[config.mk]
export PLATFORM = sky130hd
export DESIGN_NAME = hazard_ctrl
export DESIGN_NICKNAME = d
export VERILOG_FILES = /design/src/rtl/pipeline_pkg.sv /design/src/rtl/md_timer.sv /design/src/rtl/hazard_ctrl.sv
export SDC_FILE = /design/constraint.sdc
export NUM_CORES = 1
export LEC_CHECK = 0
export ABC_AREA = 1
export BUFFER_PORTS_ARGS = -buffer_cell sky130_fd_sc_hd__buf_2
export CORE_MARGIN = 2
export CORE_UTILIZATION = 45
export CTS_CLUSTER_SIZE = 14
export DETAILED_ROUTE_END_ITERATION = 6
export GPL_TIMING_DRIVEN = 0
export HOLD_SLACK_MARGIN = 0.15
export PLACE_DENSITY = 0.72
export RECOVER_POWER = 50
export SLEW_MARGIN = 20
export SYNTH_ARGS = -nofsm -noshare
export SYNTH_HDL_FRONTEND = slang
export SYNTH_SLANG_ARGS = --single-unit
[constraint.sdc]
create_clock -name clk -period 1.6 [get_ports clk]
set_input_delay 0.32 -clock clk [delete_from_list [all_inputs] [get_ports clk]]
set_output_delay 0.32 -clock clk [all_outputs]
set_load 0.01 [all_outputs]
[src/rtl/pipeline_pkg.sv]
// Shared encodings and default timing constants for the 5-stage MIPS pipeline control.
package pipeline_pkg;

    typedef enum logic {
        MD_IDLE = 1'b0,
        MD_BUSY = 1'b1
    } md_state_e;

    localparam logic [1:0] MEMREAD_NONE = 2'b00;

    localparam int MUL_CYCLES_DEF = 4;
    localparam int DIV_CYCLES_DEF = 32;
    localparam int CNT_W_DEF      = 6;

endpackage

[src/rtl/md_timer.sv]
// Mult/div occupancy timer: holds the pipeline frozen while the multi-cycle
// unit owns EXE and pulses md_done in its final cycle.
module md_timer
    import pipeline_pkg::*;
#(
    parameter int MUL_CYCLES = MUL_CYCLES_DEF,
    parameter int DIV_CYCLES = DIV_CYCLES_DEF,
    parameter int CNT_W      = CNT_W_DEF
) (
    input  logic clk,
    input  logic rst,
    input  logic md_start_exe,
    input  logic md_is_div_exe,
    input  logic exc_mem,
    output logic freeze,
    output logic md_done
);

    localparam logic [CNT_W-1:0] MUL_LOAD = CNT_W'(MUL_CYCLES - 1);
    localparam logic [CNT_W-1:0] DIV_LOAD = CNT_W'(DIV_CYCLES - 1);
    localparam logic [CNT_W-1:0] CNT_ONE  = CNT_W'(1);

    md_state_e        state;
    md_state_e        state_next;
    logic [CNT_W-1:0] md_cnt;
    logic [CNT_W-1:0] md_cnt_next;

    always_ff @(posedge clk) begin
        if (rst) begin
            state  <= MD_IDLE;
            md_cnt <= '0;
        end else begin
            state  <= state_next;
            md_cnt <= md_cnt_next;
        end
    end

    always_comb begin
        state_next  = state;
        md_cnt_next = md_cnt;
        freeze      = 1'b0;
        md_done     = 1'b0;
        if (exc_mem) begin
            // An exception in MEM abandons any in-flight mult/div silently.
            state_next  = MD_IDLE;
            md_cnt_next = '0;
        end else begin
            case (state)
                MD_IDLE: begin
                    if (md_start_exe) begin
                        freeze      = 1'b1;
                        md_cnt_next = md_is_div_exe ? DIV_LOAD : MUL_LOAD;
                        state_next  = MD_BUSY;
                    end
                end
                MD_BUSY: begin
                    if (md_cnt > CNT_ONE) begin
                        freeze      = 1'b1;
                        md_cnt_next = md_cnt - CNT_ONE;
                    end else begin
                        md_done     = 1'b1;
                        md_cnt_next = '0;
                        state_next  = MD_IDLE;
                    end
                end
                default: begin
                    state_next  = MD_IDLE;
                    md_cnt_next = '0;
                end
            endcase
        end
    end

endmodule

[src/rtl/hazard_ctrl.sv]
// Pipeline sequencing controller: per-stage stall/flush enables from exception,
// mult/div freeze, load-use interlock and taken-branch squash, plus a stall counter.
module hazard_ctrl
    import pipeline_pkg::*;
#(
    parameter int MUL_CYCLES = MUL_CYCLES_DEF,
    parameter int DIV_CYCLES = DIV_CYCLES_DEF,
    parameter int CNT_W      = CNT_W_DEF
) (
    input  logic        clk,
    input  logic        rst,
    input  logic [4:0]  rs_id,
    input  logic [4:0]  rt_id,
    input  logic        use_rs_id,
    input  logic        use_rt_id,
    input  logic [4:0]  rd_exe,
    input  logic        RegWrite_exe,
    input  logic [1:0]  MemRead_exe,
    input  logic        branch_taken_id,
    input  logic        md_start_exe,
    input  logic        md_is_div_exe,
    input  logic        exc_mem,
    output logic        stall_pc,
    output logic        stall_if_id,
    output logic        stall_id_exe,
    output logic        stall_exe_mem,
    output logic        flush_if_id,
    output logic        flush_id_exe,
    output logic        flush_exe_mem,
    output logic        md_done,
    output logic [31:0] stall_count
);

    logic freeze;
    logic md_done_raw;
    logic load_use;

    md_timer #(
        .MUL_CYCLES (MUL_CYCLES),
        .DIV_CYCLES (DIV_CYCLES),
        .CNT_W      (CNT_W)
    ) u_md (
        .clk           (clk),
        .rst           (rst),
        .md_start_exe  (md_start_exe),
        .md_is_div_exe (md_is_div_exe),
        .exc_mem       (exc_mem),
        .freeze        (freeze),
        .md_done       (md_done_raw)
    );

    // Only a load still in EXE needs a bubble; everything else is forwarded in ID.
    assign load_use = (MemRead_exe != MEMREAD_NONE) && RegWrite_exe && (rd_exe != 5'd0) &&
                      ((use_rs_id && (rs_id == rd_exe)) || (use_rt_id && (rt_id == rd_exe)));

    assign md_done = md_done_raw & ~rst;

    always_comb begin
        stall_pc      = 1'b0;
        stall_if_id   = 1'b0;
        stall_id_exe  = 1'b0;
        stall_exe_mem = 1'b0;
        flush_if_id   = 1'b0;
        flush_id_exe  = 1'b0;
        flush_exe_mem = 1'b0;
        if (rst || exc_mem) begin
            flush_if_id   = 1'b1;
            flush_id_exe  = 1'b1;
            flush_exe_mem = 1'b1;
        end else if (freeze) begin
            stall_pc      = 1'b1;
            stall_if_id   = 1'b1;
            stall_id_exe  = 1'b1;
            stall_exe_mem = 1'b1;
            flush_exe_mem = 1'b1;
        end else if (load_use) begin
            stall_pc      = 1'b1;
            stall_if_id   = 1'b1;
            flush_id_exe  = 1'b1;
        end else if (branch_taken_id) begin
            flush_if_id   = 1'b1;
        end
    end

    always_ff @(posedge clk) begin
        if (rst) begin
            stall_count <= '0;
        end else if (stall_pc) begin
            stall_count <= stall_count + 32'd1;
        end
    end

endmodule

==> flow_summary.yaml, run 1 <==
outcome:
  status: "finished with violations"
  violations: "negative setup slack"
timing:
  rsz0062_at_grt: "yes"
  max_freq_ghz: 0.519
  hold_viol: 0
  finalMaxSlewViolations: 0
  finalCriticalPeriod_ns: 1.93
  final.setup_skew_ns: 0.00540
  period_share_pct: 120
  fin_ws_ns: -0.327
  worst_slew_pin_slew_ns: 0.525
  finalSetupViolations: 37
  slew_headroom_pct: 65.0
floorplanning:
  fp.dieW_um: 79.4
  rows: 27
  boundaryPins: 66
  die_area_um2: 6310
  core_um2: 5510
  initial_core_util_pct: 46.5
  fp.dieH_um: 79.4
power:
  irDropWorstVdd_v: 0.000382
  power_density_nw_per_um2: 612
  p_leak_nw: 1.57
  power.total_mw: 2.01
logic_synthesis:
  postSynthCellCount: 424
  synthTopCellsByArea: "dfxtp_1 (30%), nand2_1 (17%), nor2_1 (12%), nand3_1 (8.4%), a21oi_1 (7.0%)"
  yosysUniqueCellTypes: 31
  synth_edf_count: 0
  synth_top_flop_cell: "dfxtp_1"
  yosysWarnings: 0
  async_flop_share_pct: 0
  syn_area_per_cell_um2: 6.04
  ys_ff_latch: 39
  yosysTopAreaCell: "dfxtp_1"
  synth_top_area_share_pct: 30.5
  synth_common_cells: "nand2_1 (116), nor2_1 (83), nand3_1 (43)"
  synth_most_common_cell: "nand2_1"
  yosysSeqAreaShare_pct: 30.5
  postSynthNetCount: 453
  synth.cell_area_um2: 2560
place:
  dpl_cell_area_um2: 3000
  place_congestion: 0.908
  placed_cells: 561
  port_buffers: 65
  detailed_place_hpwl_um: 5160
cells_and_area:
  antenna_cells: 0
  nNetsFinal: 534
  fillCellCount: 534
  design_area_um2: 3290
  fin_cells: 578
  syn2layout_area_growth_pct: 28.4
  final_layout_size_suffix_gt1_share_pct: 28.1
critical_path:
  crit_path_top_delay_cell: "dfxtp_2"
  critPathMaxStageDelay_ns: 0.35
  crit_family: "simple AND/OR/NAND/NOR gates"
  arrival_ns: 1.61
  path_cells: "nor2_2, nand2_1, nor2_4, nand2_4, nand3_4, nand2_8, nand2_4, inv_4, buf_6, buf_6"
  critPathRequiredTime_ns: 1.28
  worst_setup_path_start_kind: "flop"
  end_kind: "output pin"
  critPathMaxFanout: 4
  path_buf_inv: 3
  path_class: "reg -> out"
grt:
  grt_pass1_wl_um: 11800
  grt_pass1_vias: 2718
  grt_remaining_overflow: 0
  grt_antenna_before_repair: 0
  grtUsageTotal_pct: 23.2
  grt_max_degree: 12
clocking:
  cts_buffers: 5
  cts_tree: "done"
  htree_levels: 2
  clk-insertion-delay-late_ns: 0.29
  clock_path_buffers: 2
  clk_pin_slew_ns: 0.07
  cts_sinks: 39
  root_buffer: "clkbuf_8"
routing:
  drtIter0Drc: 191
  drtPass1Iterations: 4
  num_vias: 2973
  drc: 0
  ant_nets: 0
  routed_wl_um: 6980
  routed_via_density: 5.14
  wl_per_cell_um: 12.1
worst_hold_path:
  min_path_type: "in -> reg"
job:
  drv_cap: 0
metal layers:
layer	up-vias	wire, um	global-route usage, %
met5	-	0	0
met4	0	102	7.24
met3	11	395	3.51
met2	90	3390	39.2
met1	1350	3090	30.4
li1	1522	-	-
flip-flops by register name, indices dropped and copies added, names as in the netlist:
name and cells:
stall_count 32, u_md.md_cnt 6, u_md.state 1
placed cells by master, fill, tap and decap left out, types with 2 or more instances in the layout:
cell,netlist,routed
inv_1,33,30
ha_4,0,2
buf_2,5,58
nor3_4,1,2
nor2_1,83,70
buf_4,2,9
nor2_2,7,16
o21ai_0,4,4
inv_4,0,3
nor3_1,6,5
a21oi_1,36,35
inv_2,11,11
nand2_1,116,113
xor2_1,2,2
buf_6,6,8
nand2_4,1,3
nand4_1,8,8
dfxtp_1,39,33
nand3_2,1,3
nor4_1,3,2
clkbuf_8,0,5
nand2_2,4,4
dfxtp_2,0,5
nand3_1,43,41
clkbuf_1,0,13
nor2_4,0,4
timing repair:
action | 4_1_cts | 5_1_grt
resized for setup | 24 | 29
buffers inserted | 8 | 3
hold buffers | 0 | 0
endpoints found under the setup margin | 13 | 39
pin swaps | 6 | 7
tightest hold or removal path: stages:
cell and delay (ns):
buf_2 0.10, nor2_4 0.05, nor2_1 0.08
report_power, final:
group / switching [mW] / internal [mW] / leakage, nW / total [mW]
clock: 0.339 / 0.306 / 0.0422 / 0.645
combinational: 0.215 / 0.155 / 1.21 / 0.371
sequential: 0.0146 / 0.981 / 0.318 / 0.996
total: 0.569 / 1.44 / 1.57 / 2.01
final timing paths:
check                                                  from  cells past startpoint                      endpoint  slack [ns]
worst max-delay path            u_md.md_cnt[3]$_SDFFE_PP0P_                     10                      stall_pc       -0.33
worst min register to register  u_md.md_cnt[5]$_SDFFE_PP0P_                      2   u_md.md_cnt[5]$_SDFFE_PP0P_        0.51
worst max register to register  u_md.md_cnt[1]$_SDFFE_PP0P_                     12  stall_count[10]$_SDFFE_PP0P_       -0.04
worst min-delay path                           md_start_exe                      3         u_md.state$_SDFF_PP0_        0.30
cell type report:
cell class                 count  area (um2)  share of cell area (%)
multi-input combinational    326        1640                    49.9
clock inverter                 1        5.00                   0.152
tap                           72        90.1                    2.74
buffer                        14         119                    3.61
timing repair buffer          74         389                    11.8
sequential                    39         791                    24.0
inverter                      45         176                    5.37
clock buffer                   7        76.3                    2.32
logic make-up after synthesis:
logic type | count (synthesis) | synth area share, %
simple gates | 276 | 46.9
buf+inv | 59 | 10.9
compound gates | 44 | 9.14
flops | 39 | 30.5
xor+xnor | 3 | 1.03
fa+ha+maj | 3 | 1.47
per-stage QoR:
step | worst slack [ns] | setup TNS (ns) | hold slack, ns | util, %
floorplan | 0.00962 | 0 | 0.428 | -
global placement | -0.226 | -1.09 | 0.443 | 54.4
detailed placement | -0.242 | -1.27 | 0.446 | 54.4
CTS | -0.324 | -2.66 | 0.293 | 58.4
global route | -0.411 | -6.35 | 0.313 | 59.7
finish | -0.327 | -2.64 | 0.301 | 59.7
(Power assumes the default switching activity.)
==> run 2, diff against run 1 <==
--- a/config.mk
+++ b/config.mk
@@ -6,14 +6,14 @@
 export NUM_CORES = 1
 export LEC_CHECK = 0
 export ABC_AREA = 1
-export BUFFER_PORTS_ARGS = -buffer_cell sky130_fd_sc_hd__buf_2
+export BUFFER_PORTS_ARGS = -buffer_cell sky130_fd_sc_hd__buf_4
 export CORE_MARGIN = 2
 export CORE_UTILIZATION = 45
 export CTS_CLUSTER_SIZE = 14
 export DETAILED_ROUTE_END_ITERATION = 6
 export GPL_TIMING_DRIVEN = 0
 export HOLD_SLACK_MARGIN = 0.15
-export PLACE_DENSITY = 0.72
+export PLACE_DENSITY = 0.78
 export RECOVER_POWER = 50
 export SLEW_MARGIN = 20
 export SYNTH_ARGS = -nofsm -noshare
==> run 2 against run 1 <==
Net effect: design area is 6.2% higher; worst setup slack got worse by 0.044 ns; clock skew grew 0.0090 ns; final cell count up 1.0%; sequential power about the same; the flow still finishes with violations (negative setup slack); combinational power grew 13%.
==> flow_summary.yaml, run 2 (synthesis results as in run 1) <==
grt:
  grt_max_degree: 12
  grt_pass1_vias: 2903
  grt_pass1_wl_um: 12300
  grt_antenna_before_repair: 0
  grtUsageTotal_pct: 24.0
  grt_remaining_overflow: 0
critical_path:
  rr_endpoint: "stall_count[24]$_SDFFE_PP0P_"
  worstReg2RegStart: "u_md.md_cnt[1]$_SDFFE_PP0P_"
  regToRegSetupSlack_ns: -0.11
  arrival_ns: 1.65
  rr_worst_depth: 12
  critPathRequiredTime_ns: 1.28
  end_kind: "output pin"
  worst_setup_path_start_kind: "flop"
  critPathMaxFanout: 4
  path_class: "reg -> out"
timing:
  fin_ws_ns: -0.370
  worst_slew_pin_slew_ns: 0.554
  finalSetupViolations: 39
  max_freq_ghz: 0.508
  finalMaxSlewViolations: 0
  period_share_pct: 123
  rsz0062_at_grt: "yes"
  final.setup_skew_ns: 0.0144
  hold_ws_ns: 0.299
  finalCriticalPeriod_ns: 1.97
  slew_headroom_pct: 62.7
  hold_viol: 0
clocking:
  htree_levels: 2
  clock_path_buffers: 2
  clk-insertion-delay-late_ns: 0.30
  hold_buffers: 0
  cts_tree: "done"
  clk_pin_slew_ns: 0.08
  root_buffer: "clkbuf_8"
  cts_sinks: 39
  cts_buffers: 5
floorplanning:
  initial_core_util_pct: 46.5
  fp.dieH_um: 79.4
  fp.dieW_um: 79.4
  rows: 27
  boundaryPins: 66
  core_um2: 5510
  die_area_um2: 6310
worst_hold_path:
  holdPathEnd: "u_md.state$_SDFF_PP0_"
  min_path_type: "in -> reg"
  hold_path_depth: 3
  holdCritStartpoint: "md_start_exe"
power:
  p_comb_share_pct: 19.0
  seqPwrFrac_pct: 44.9
  p_leak_nw: 1.61
  swShare_pct: 26.6
  p_int_mw: 1.63
  irDropWorstVdd_v: 0.000348
  power.switching_uw: 590
  clkPwrFrac_pct: 36.1
  power_density_nw_per_um2: 635
cells_and_area:
  final_cell_mix: "nand2_1 (112), nor2_1 (75), buf_4 (61)"
  syn2layout_area_growth_pct: 36.4
  fin_cells: 584
  design_area_um2: 3490
  final_common_cell: "nand2_1"
  antenna_cells: 0
  largest-register: "stall_count"
  reg_top3: "stall_count (32), u_md.md_cnt (6), u_md.state (1)"
  fin_util_pct: 63.4
  largest_reg_flops: 32
  final_layout_size_suffix_gt1_share_pct: 27.5
  nNetsFinal: 541
routing:
  routed_via_density: 5.32
  wl_per_cell_um: 13.1
  drtPass1Iterations: 5
  drtIter0Drc: 260
  routed_wl_um: 7630
  ant_nets: 0
  drc: 0
  num_vias: 3107
place:
  placed_cells: 561
  port_buffers: 65
  dp_slack_ns: -0.210
  place_congestion: 0.914
  dpl_cell_area_um2: 3160
  detailed_place_hpwl_um: 5250
outcome:
  status: "finished with violations"
  violations: "negative setup slack"
job:
  drv_cap: 0
[run 2: cell types whose count changed in the layout (fill, tap and decap cells not counted), sizes merged]
cell and delta:
buf +3, clkbuf +3, bufinv +1, clkinv -1
[run 2: layout make-up]
| cell class | instances | area (um2) |
|---|---|---|
| fill | 501 | 2020 |
| multi-input combinational | 326 | 1640 |
| sequential | 39 | 793 |
| timing repair buffer | 81 | 574 |
| inverter | 45 | 176 |
| buffer | 14 | 115 |
| tap | 72 | 90.1 |
| clock buffer | 6 | 72.6 |
| clock inverter | 1 | 30.0 |
[run 2: power groups by stage]
stage	combinational, mW	sequential, mW	clock, mW
floorplan	0.222	1.01	0
global placement	0.333	1.01	0
detailed placement	0.340	1.01	0
CTS	0.388	0.993	0.803
global route	0.459	0.996	0.844
finish	0.421	0.996	0.801
[run 2: worst max-delay path by stage]
stage | start | end | slack [ns] | depth (start not counted)
after floorplan | u_md.md_cnt[0]$_SDFFE_PP0P_ | stall_pc | 0.01 | 10
after global placement | rst | stall_id_exe | -0.22 | 9
after detailed placement | rst | stall_id_exe | -0.21 | 9
after CTS | u_md.md_cnt[0]$_SDFFE_PP0P_ | stall_pc | -0.31 | 11
after global routing | u_md.md_cnt[3]$_SDFFE_PP0P_ | stall_pc | -0.44 | 10
final | u_md.md_cnt[3]$_SDFFE_PP0P_ | stall_pc | -0.37 | 10
[run 2: repair_timing]
action                     in CTS  in global routing
setup endpoints to repair      15                 39
gates resized for setup        29                 24
pin swaps                       8                 10
gates cloned                    1                  0
setup buffers                  13                  5
[run 2: critical path, cell delays in order, from the launching register on]
cell	delay, ns
dfxtp_2	0.35
nor2_2	0.14
nand2_1	0.12
nor2_4	0.15
nand2_4	0.08
nand3_4	0.12
nand2_8	0.06
nand2_4	0.07
inv_4	0.04
buf_6	0.10
buf_6	0.11
[run 2: per-layer routing]
metal  global-route usage, %  vias to the layer above  part of all wire (%)
met3                    3.96                       18                   7.4
met5                       0                        -                     0
met4                    10.2                        0                   2.1
met1                    29.3                     1403                    42
li1                        -                     1528                     -
met2                    41.6                      158                    49
[run 2: stage by stage]
| step | TNS (ns) | total power, mW |
|---|---|---|
| 2_1_floorplan | 0 | 1.23 |
| 4_1_cts | -2.88 | 2.18 |
| 3_3_place_gp | -1.00 | 1.35 |
| 3_5_place_dp | -1.13 | 1.35 |
| 6_report | -5.21 | 2.22 |
| 5_1_grt | -8.60 | 2.30 |
==> run 3, diff against run 2 <==
--- a/config.mk
+++ b/config.mk
@@ -9,12 +9,12 @@
 export BUFFER_PORTS_ARGS = -buffer_cell sky130_fd_sc_hd__buf_4
 export CORE_MARGIN = 2
 export CORE_UTILIZATION = 45
-export CTS_CLUSTER_SIZE = 14
 export DETAILED_ROUTE_END_ITERATION = 6
 export GPL_TIMING_DRIVEN = 0
 export HOLD_SLACK_MARGIN = 0.15
 export PLACE_DENSITY = 0.78
 export RECOVER_POWER = 50
+export REMOVE_ABC_BUFFERS = 1
 export SLEW_MARGIN = 20
 export SYNTH_ARGS = -nofsm -noshare
 export SYNTH_HDL_FRONTEND = slang
==> run 3 against run 2 <==
Net effect: critical endpoint is now flush_if_id; routed wire length decreased by 5.4%; the flow still finishes with violations (negative setup slack); die area stayed put; clock-buffer cell count is the same; clock skew is 0.0013 ns higher; sequential power about the same; final cell count fell by 2.6%; hold slack gained 0.0091 ns; clock power up 8.9%; combinational power is 9.3% lower; largest power group unchanged; design area fell by 2.8%.
==> flow_summary.yaml, run 3 (synthesis results as in run 1) <==
outcome:
  status: "finished with violations"
  violations: "negative setup slack"
critical_path:
  regToRegSetupSlack_ns: -0.14
  rr_worst_depth: 7
  critPathMaxFanout: 4
  end_kind: "output pin"
  worstReg2RegStart: "u_md.state$_SDFF_PP0_"
  path_class: "reg -> out"
  arrival_ns: 1.63
  rr_endpoint: "stall_count[16]$_SDFFE_PP0P_"
  worst_setup_path_start_kind: "flop"
  critPathRequiredTime_ns: 1.28
timing:
  finalCriticalPeriod_ns: 1.95
  worst_slew_pin_slew_ns: 0.363
  finalSetupViolations: 39
  finalMaxSlewViolations: 0
  final.setup_skew_ns: 0.0157
  fin_ws_ns: -0.350
  rsz0062_at_grt: "yes"
  slew_headroom_pct: 75.6
  period_share_pct: 122
  max_freq_ghz: 0.513
  hold_viol: 0
grt:
  grt_pass1_wl_um: 11900
  grt_antenna_before_repair: 0
  grt_pass1_vias: 2770
  grtUsageTotal_pct: 23.3
  grt_remaining_overflow: 0
  grt_max_degree: 34
clocking:
  cts_sinks: 39
  cts_tree: "done"
  clk_pin_slew_ns: 0.09
  htree_levels: 2
  clk-insertion-delay-late_ns: 0.30
  clock_path_buffers: 2
  root_buffer: "clkbuf_8"
  cts_buffers: 5
  hold_buffers: 0
cells_and_area:
  design_area_um2: 3390
  reg_top3: "stall_count (32), u_md.md_cnt (6), u_md.state (1)"
  fin_cells: 569
  largest-register: "stall_count"
  syn2layout_area_growth_pct: 32.6
  fin_util_pct: 61.6
  antenna_cells: 0
  final_common_cell: "nand2_1"
  final_layout_size_suffix_gt1_share_pct: 27.2
  fillCellCount: 525
  nNetsFinal: 525
  final_cell_mix: "nand2_1 (112), nor2_1 (77), buf_4 (75)"
  largest_reg_flops: 32
routing:
  num_vias: 3002
  drtIter0Drc: 198
  drtPass1Iterations: 5
  wl_per_cell_um: 12.7
  routed_wl_um: 7220
  ant_nets: 0
  drc: 0
  routed_via_density: 5.28
place:
  dp_slack_ns: -0.857
  place_congestion: 0.834
  port_buffers: 65
  placed_cells: 547
  dpl_cell_area_um2: 3030
  detailed_place_hpwl_um: 4570
job:
  drv_cap: 0
worst_hold_path:
  holdPathEnd: "u_md.state$_SDFF_PP0_"
  holdCritStartpoint: "md_start_exe"
  min_path_type: "in -> reg"
  hold_path_depth: 3
floorplanning:
  boundaryPins: 66
  fp.dieW_um: 79.4
  initial_core_util_pct: 46.5
  die_area_um2: 6310
  rows: 27
  core_um2: 5510
  fp.dieH_um: 79.4
power:
  p_leak_nw: 1.61
  power.total_mw: 2.25
  power_density_nw_per_um2: 663
  irDropWorstVdd_v: 0.000476
[run 3: changes by cell type in the layout (fill, tap and decap cells not counted), sizes merged]
cell	before	now
nand2	121	123
clkinv	1	2
buf	80	77
clkbuf	21	6
[run 3: metal layers]
layer | vias up | global-route usage (%) | routed length, um
met3 | 15 | 4.64 | 489
met4 | 0 | 8.97 | 119
li1 | 1503 | - | -
met1 | 1383 | 28.5 | 3180
met5 | - | 0 | 0
met2 | 101 | 40.0 | 3440
[run 3: cell type report]
class / instances / area (um2) / area share [%]
clock buffers: 6 / 82.6 / 2.43
clock inverters: 2 / 35.0 / 1.03
inverters: 45 / 184 / 5.42
multi-input cells: 328 / 1630 / 47.9
flip-flops and latches: 39 / 790 / 23.3
well taps: 72 / 90.1 / 2.65
repair buffers: 77 / 586 / 17.3
[run 3: power by group]
part	switching, mW	internal, mW
clock	0.367	0.505
sequential	0.0154	0.980
combinational	0.224	0.159
[run 3: worst max-delay path by stage]
stage / start / endpoint / slack [ns] / depth (start not counted)
floorplan: u_md.md_cnt[0]$_SDFFE_PP0P_ / flush_if_id / -0.47 / 10
global placement: rst / stall_exe_mem / -0.85 / 7
detailed placement: rst / stall_id_exe / -0.86 / 7
CTS: u_md.md_cnt[0]$_SDFFE_PP0P_ / flush_if_id / -0.32 / 11
global route: u_md.md_cnt[0]$_SDFFE_PP0P_ / flush_if_id / -0.43 / 11
finish: u_md.md_cnt[1]$_SDFFE_PP0P_ / flush_if_id / -0.35 / 11
[run 3: metrics by stage]
stage,setup TNS [ns],hold WS (ns)
floorplan,-4.20,0.466
global placement,-24.82,0.481
detailed placement,-25.07,0.485
CTS,-4.24,0.272
global route,-9.95,0.321
finish,-5.90,0.308
[run 3: what timing repair did]
| action | 4_1_cts | 5_1_grt |
|---|---|---|
| cloned | 2 | 0 |
| pin swaps | 6 | 5 |
| gates resized for setup | 27 | 14 |
| setup buffers | 8 | 4 |
| setup endpoints to repair | 46 | 39 |
[run 3: critical path, cell delays in order, from the launching register on]
cell	delay (ns)
dfxtp_2	0.36
inv_4	0.05
ha_4	0.16
nor2_4	0.12
nor2_4	0.06
nand2_4	0.07
nand3_4	0.11
nand2_8	0.10
nand2_4	0.05
inv_4	0.07
nor2_2	0.03
buf_4	0.14
